## src/rtl/control_sm.sv

```systemverilog
// Moore main control FSM for the multicycle CPU: fetch/decode/execute/memory/writeback sequencing.
// Define CTRL_HALT_EN to build the HALT state (OP_HALT stops the machine until reset).
module control_sm #(
    parameter logic [5:0] OP_LW   = 6'h3B,
    parameter logic [5:0] OP_SW   = 6'h3C,
    parameter logic [5:0] OP_BEQ  = 6'h3D,
    parameter logic [5:0] OP_JMP  = 6'h3E,
    parameter logic [5:0] OP_HALT = 6'h3F
) (
    input  logic       clk,
    input  logic       reset,
    input  logic [5:0] OP_Code,
    output logic       MemRead,
    output logic       MemWrite,
    output logic       PC_Reg_Write,
    output logic       PC_Reg_Write_BEQ,
    output logic       Instruction_Reg_Write,
    output logic       Memory_Data_Reg_Write,
    output logic       A_Reg_Write,
    output logic       B_Reg_Write,
    output logic       ALU_Op_Reg_Write,
    output logic       Register_File_Write,
    output logic       IorD_Mux_Select,
    output logic       Write_Data_Mux_Select,
    output logic       ALU_A_Mux_Select,
    output logic [1:0] ALU_B_Mux_Select,
    output logic [1:0] PC_Source_Mux_Select
);

    localparam logic [3:0] S_FETCH     = 4'd0;
    localparam logic [3:0] S_DECODE    = 4'd1;
    localparam logic [3:0] S_EXEC_R    = 4'd2;
    localparam logic [3:0] S_EXEC_I    = 4'd3;
    localparam logic [3:0] S_ALU_WB    = 4'd4;
    localparam logic [3:0] S_MEM_ADDR  = 4'd5;
    localparam logic [3:0] S_MEM_READ  = 4'd6;
    localparam logic [3:0] S_MEM_WB    = 4'd7;
    localparam logic [3:0] S_MEM_WRITE = 4'd8;
    localparam logic [3:0] S_BRANCH    = 4'd9;
    localparam logic [3:0] S_JUMP      = 4'd10;
`ifdef CTRL_HALT_EN
    localparam logic [3:0] S_HALT      = 4'd11;
`endif

    logic [3:0] state;
    logic [3:0] state_next;
    logic       is_r_op;
    logic       is_i_op;

    assign is_r_op = (OP_Code[5] == 1'b0);
    assign is_i_op = (OP_Code[5:4] == 2'b10);

    // NOTE: state uses non-blocking assignment so every flop samples pre-edge values;
    // reset is synchronous and overrides any pending transition.
    always_ff @(posedge clk) begin
        if (reset) begin
            state <= S_FETCH;
        end else begin
            state <= state_next;
        end
    end

    // NOTE: state_next gets a default before the case so no path leaves it unassigned (no latch).
    always_comb begin
        state_next = S_FETCH;
        case (state)
            S_FETCH:  state_next = S_DECODE;
            S_DECODE: begin
                if (is_r_op)                                 state_next = S_EXEC_R;
                else if (is_i_op)                            state_next = S_EXEC_I;
                else if (OP_Code == OP_LW || OP_Code == OP_SW) state_next = S_MEM_ADDR;
                else if (OP_Code == OP_BEQ)                  state_next = S_BRANCH;
                else if (OP_Code == OP_JMP)                  state_next = S_JUMP;
`ifdef CTRL_HALT_EN
                else if (OP_Code == OP_HALT)                 state_next = S_HALT;
`endif
                else                                         state_next = S_FETCH;
            end
            S_EXEC_R, S_EXEC_I: state_next = S_ALU_WB;
            // Opcode is sampled again here; anything other than LW/SW falls back to fetch.
            S_MEM_ADDR: begin
                if (OP_Code == OP_LW)      state_next = S_MEM_READ;
                else if (OP_Code == OP_SW) state_next = S_MEM_WRITE;
                else                       state_next = S_FETCH;
            end
            S_MEM_READ: state_next = S_MEM_WB;
`ifdef CTRL_HALT_EN
            S_HALT:     state_next = S_HALT;
`endif
            default:    state_next = S_FETCH;
        endcase
    end

    always_comb begin
        MemRead               = 1'b0;
        MemWrite              = 1'b0;
        PC_Reg_Write          = 1'b0;
        PC_Reg_Write_BEQ      = 1'b0;
        Instruction_Reg_Write = 1'b0;
        Memory_Data_Reg_Write = 1'b0;
        A_Reg_Write           = 1'b0;
        B_Reg_Write           = 1'b0;
        ALU_Op_Reg_Write      = 1'b0;
        Register_File_Write   = 1'b0;
        IorD_Mux_Select       = 1'b0;
        Write_Data_Mux_Select = 1'b0;
        ALU_A_Mux_Select      = 1'b0;
        ALU_B_Mux_Select      = 2'b00;
        PC_Source_Mux_Select  = 2'b00;
        case (state)
            S_FETCH: begin
                MemRead               = 1'b1;
                Instruction_Reg_Write = 1'b1;
                ALU_B_Mux_Select      = 2'b01;
                PC_Reg_Write          = 1'b1;
            end
            S_DECODE: begin
                A_Reg_Write      = 1'b1;
                B_Reg_Write      = 1'b1;
                ALU_B_Mux_Select = 2'b11;
                ALU_Op_Reg_Write = 1'b1;
            end
            S_EXEC_R: begin
                ALU_A_Mux_Select = 1'b1;
                ALU_Op_Reg_Write = 1'b1;
            end
            S_EXEC_I, S_MEM_ADDR: begin
                ALU_A_Mux_Select = 1'b1;
                ALU_B_Mux_Select = 2'b10;
                ALU_Op_Reg_Write = 1'b1;
            end
            S_ALU_WB: Register_File_Write = 1'b1;
            S_MEM_READ: begin
                MemRead               = 1'b1;
                IorD_Mux_Select       = 1'b1;
                Memory_Data_Reg_Write = 1'b1;
            end
            S_MEM_WB: begin
                Register_File_Write   = 1'b1;
                Write_Data_Mux_Select = 1'b1;
            end
            S_MEM_WRITE: begin
                MemWrite        = 1'b1;
                IorD_Mux_Select = 1'b1;
            end
            S_BRANCH: begin
                ALU_A_Mux_Select     = 1'b1;
                PC_Reg_Write_BEQ     = 1'b1;
                PC_Source_Mux_Select = 2'b01;
            end
            S_JUMP: begin
                PC_Reg_Write         = 1'b1;
                PC_Source_Mux_Select = 2'b10;
            end
            default: ;
        endcase
    end

endmodule

```

## config.mk

```make
export PLATFORM = sky130hd
export DESIGN_NAME = control_sm
export DESIGN_NICKNAME = d
export VERILOG_FILES = /design/src/rtl/control_sm.sv
export SDC_FILE = /design/constraint.sdc
export NUM_CORES = 1
export LEC_CHECK = 0
export BUFFER_PORTS_ARGS = -buffer_cell sky130_fd_sc_hd__buf_2
export CORE_AREA = 5 5 42 44
export DETAILED_ROUTE_END_ITERATION = 8
export DIE_AREA = 0 0 47 49
export MAX_ROUTING_LAYER = met4
export PLACE_DENSITY = 0.7
export SKIP_LAST_GASP = 1
export SYNTH_ARGS = -nofsm -noshare
export SYNTH_HDL_FRONTEND = slang
export SYNTH_SLANG_ARGS = --single-unit
```

## constraint.sdc

```tcl
create_clock -name clk -period 2.99 [get_ports clk]
set_input_delay 0.897 -clock clk [delete_from_list [all_inputs] [get_ports clk]]
set_output_delay 0.897 -clock clk [all_outputs]
set_load 0.1 [all_outputs]
```

**Word-level counts from Yosys, hierarchy flattened**

Cells that the tools add are included.

- Equal/unequal tests: 15
- Reductions and logical operators: 10
- Multiplexer cells: 22

Operator list:

| cell | count |
|---|---|
| 4-bit two-way mux | 7 |
| 6-bit equality test (second input constant) | 4 |
| 4-bit one-hot mux with 5 select lines | 1 |
| 4-bit by 3-bit equality test with 1-bit output (second input constant) | 4 |
| 4-bit equality test (second input constant) | 3 |
| 1-bit two-way mux | 12 |
| 2-bit OR reduction | 6 |
| 4-bit by 2-bit equality test with 1-bit output (second input constant) | 2 |
| 4-bit OR reduction | 2 |
| 2-bit one-hot mux with 3 select lines | 1 |
| 4-bit by 1-bit equality test with 1-bit output (second input constant) | 1 |
| 4-bit logical NOT | 1 |
| 2-bit one-hot mux with 2 select lines | 1 |
| 2-bit equality test (second input constant) | 1 |
| 1-bit logical OR | 1 |

- Output and inout bits: 17
- Register bits after elaboration: 4

**Logic depth before layout (Yosys ltp)**

- Word-level depth: 7
- Depth in mapped cells: 5

**Worst setup path after synthesis**

No wires, ideal clock.

- Kind: register to output
- Start point: register state[1]
- End point: output Instruction_Reg_Write
- Cell stages (with the launch flop): 4
- Arrival time: 3.550 ns
- Path slack: -1.457 ns
- Path buffers: 2
- Cell sequence: dfxtp_1 > buf_6 > clkbuf_1 > nor4_1

- Longest elaborated chain between the ends: 2

Ends and longest elaborated chain:

| item | line | source |
|---|---|---|
| start: declaration | 45 | `logic [3:0] state;` |
| start signal: assignment | 59 | `state <= state_next;` |
| 4-bit logical NOT | 110 | `case (state)` |
| 1-bit two-way mux | 110 |  |
| end: declaration | 17 | `output logic Instruction_Reg_Write,` |

Every way passes these cells.

**Worst setup path after layout**

- Start point: register state[2]
- End point: output Write_Data_Mux_Select

- Longest elaborated chain between the ends: 2

Ends and longest elaborated chain:

| item | line | source |
|---|---|---|
| 4-bit by 3-bit equality test with 1-bit output | 110 |  |
| 1-bit two-way mux | 110 |  |
| end: declaration | 24 | `output logic Write_Data_Mux_Select,` |

Every way passes these cells.

==> results.yml <==
outcome:
  status: "finished, final reports clean"
layout:
  largest_reg_flops: 4
  antennaDiodeCount: 0
  layout-drive-gt1-share: 0.4348
  final_cells: 108
  final_nets: 102
  area_growth_pct: 31.83
  largest-register: "state"
  final_cell_mix: "24 x buf_2, 5 x nor2_1, 4 x nor3_2, 4 x a21oi_1, 4 x dfxtp_1"
  final_common_cell: "buf_2"
  reg_top3: "state x4"
sta:
  setup_viol: 0
  relSlewSlack: 0.5194
  hold_viol: 0
  timing.fmax_mhz: 353.4
  setup-tns-final_ns: 0
  drv_slew: 0
  rsz0062_at_grt: "false"
  finalCriticalPeriod_ns: 2.829
  worst_pin_slew_ns: 0.7199
  final.setup_skew_ns: 0.005891
  finalCritPeriodShare: 0.9463
drt:
  vias: 617
  wl_mm: 1.438
  viasPerCell: 5.713
  drt_pass1_iterations: 4
  drt_iter0_drc: 13
  drc_errors: 0
  wl_per_cell_um: 13.31
  final_antenna_net_count: 0
synthesis:
  postSynthCellCount: 71
  muxShareOfSynthArea: 0
  synth_top_family_by_area: "simple AND/OR/NAND/NOR gates"
  avgSynthCellArea_um2: 7.419
  ys_ff_latch: 4
  synth_xor_xnor_area_share: 0.04988
  yosys.area_share.simple: 0.4584
  synth.top_cell.area_share: 0.1520
  syn_nets: 79
  async_flop_share: 0
  synth_fa_ha_area_frac: 0
  synth_top_cell_by_area: "dfxtp_1"
  ys_warn_count: 0
  ys_seq_area_frac: 0.1520
  synth_flop_cell: "dfxtp_1"
  synth_edf_count: 0
  ys_types: 36
  synth_area_um2: 526.8
  synthTopCellsByArea: "dfxtp_1 15%, xor2_1 5.0%, nor2b_1 4.8%"
  synth_compound_area_frac: 0.2352
global_routing:
  grt_max_degree: 21
  grt_pass1_wl_mm: 2.380
  grt-ovfl-total: 0
  grt_pass1_vias: 561
  antenna_found_initial: 0
  grtUsageTotal: 0.1465
placement:
  placed_cells: 105
  dp_hpwl_mm: 1.143
  place_congestion: 0.7997
  io_buffer_count: 24
run:
  drv_cap: 0
clocking:
  cts_setup_buffers: 0
  cts_resized: 0
  hold_buffers: 0
  clkLatencyLatePin_ns: 0.24
  cts_root_buffer: "clkbuf_4"
  clkTransAtPathRegs_ns: 0.04
  cts.path.max_buffers: 2
  cts_buffers: 3
  h-tree-depth: 1
  tritoncts: "built"
  cts_sinks: 4
floorplan:
  core-area_um2: 1401
  initial_core_util: 0.3759
  row_count: 14
  die_x_um: 47
  ios: 25
  die_area_um2: 2303
  die_h_um: 49
critical_path:
  path_class: "register to primary output"
  crit_family: "flip-flops"
  required_ns: 2.09
  cp.arrival_ns: 1.93
  slowest_delay_ns: 0.78
  start_kind: "register"
  critical-path-slowest-cell: "dfxtp_1"
  cp_num_buf_inv: 1
  crit_chain: "nor2b_1 -> and3_1 -> buf_2"
  cp-end-kind: "primary output"
  crit_fanout: 20
power_and_ir_drop:
  power_leakage_nw: 0.3516
  vdd.ir_drop.worst_uv: 254.2
  power.density_nw_per_um2: 537.2
hold_path:
  hold_class: "register to register"
through the flow:
stage          utilization  setup slack [ns]  power [mW]  hold WS (ns)  instance area [um^2]
2_1_floorplan            -           -0.5315      0.2726        0.6138                 564.3
3_3_place_gp        0.4795            0.5237      0.3022        0.7058                 671.9
3_5_place_dp        0.4795            0.4028      0.3042        0.7164                 671.9
4_1_cts             0.4955            0.1540      0.3756        0.7309                 694.4
5_1_grt             0.4955           0.02405      0.3936        0.7839                 694.4
6_report            0.4955            0.1607      0.3730        0.7279                 694.4
logic make-up (layout without fill, tap and decap cells):
logic type / Yosys count / in the layout
buffers and inverters: 10 / 31
and+or+nand+nor: 37 / 37
xor gates and xnor gates: 3 / 3
AOI/OAI and AO/OA: 17 / 17
DFF: 4 / 4
report_power, final:
part	leakage, nW	internal, mW	switching (mW)
Clock	0.0138	0.0451	0.0250
Combinational	0.305	0.0468	0.185
Sequential	0.0327	0.0572	0.0136
Total	0.352	0.149	0.224
final timing paths:
check | start | end | slack (ns) | cells after the start
worst max-delay path | state[2] | Write_Data_Mux_Select | 0.16 | 3
worst min-delay path | state[1] | state[0] | 0.73 | 2
worst max register to register | state[2] | state[1] | 1.34 | 3
worst min register to register | state[1] | state[0] | 0.73 | 2
area by class of cell:
type / instances / area (um^2)
timing repair buffer: 26 / 135.1
multi-input combinational: 57 / 429.2
inverter: 2 / 7.507
tap: 16 / 20.02
sequential: 4 / 80.08
fill: 139 / 706.9
clock buffer: 3 / 22.52
routing by layer:
| metal | vias to the layer above | track usage | part of all wire | routed length [um] |
|---|---|---|---|---|
| li1 | 304 | - | - | - |
| met1 | 282 | 0.1754 | 0.43 | 612 |
| met2 | 26 | 0.2081 | 0.45 | 642 |
| met3 | 5 | 0.04428 | 0.10 | 150 |
| met4 | 0 | 0.08756 | 0.022 | 32 |
| met5 | - | - | 0 | 0 |
tightest hold or removal path, cell delays in order, from the launching register on:
cell	delay [ns]
dfxtp_1	0.45
a211o_1	0.14
a31oi_1	0.08
cells in the mapped netlist, types with 3 or more instances:
| cell type | instances |
|---|---|
| clkbuf_1 | 3 |
| nor3_1 | 5 |
| nor2_1 | 5 |
| nand2b_1 | 3 |
| a21oi_1 | 4 |
| dfxtp_1 | 4 |
| xor2_1 | 3 |
| nor2b_1 | 4 |
(Power assumes the default switching activity.)
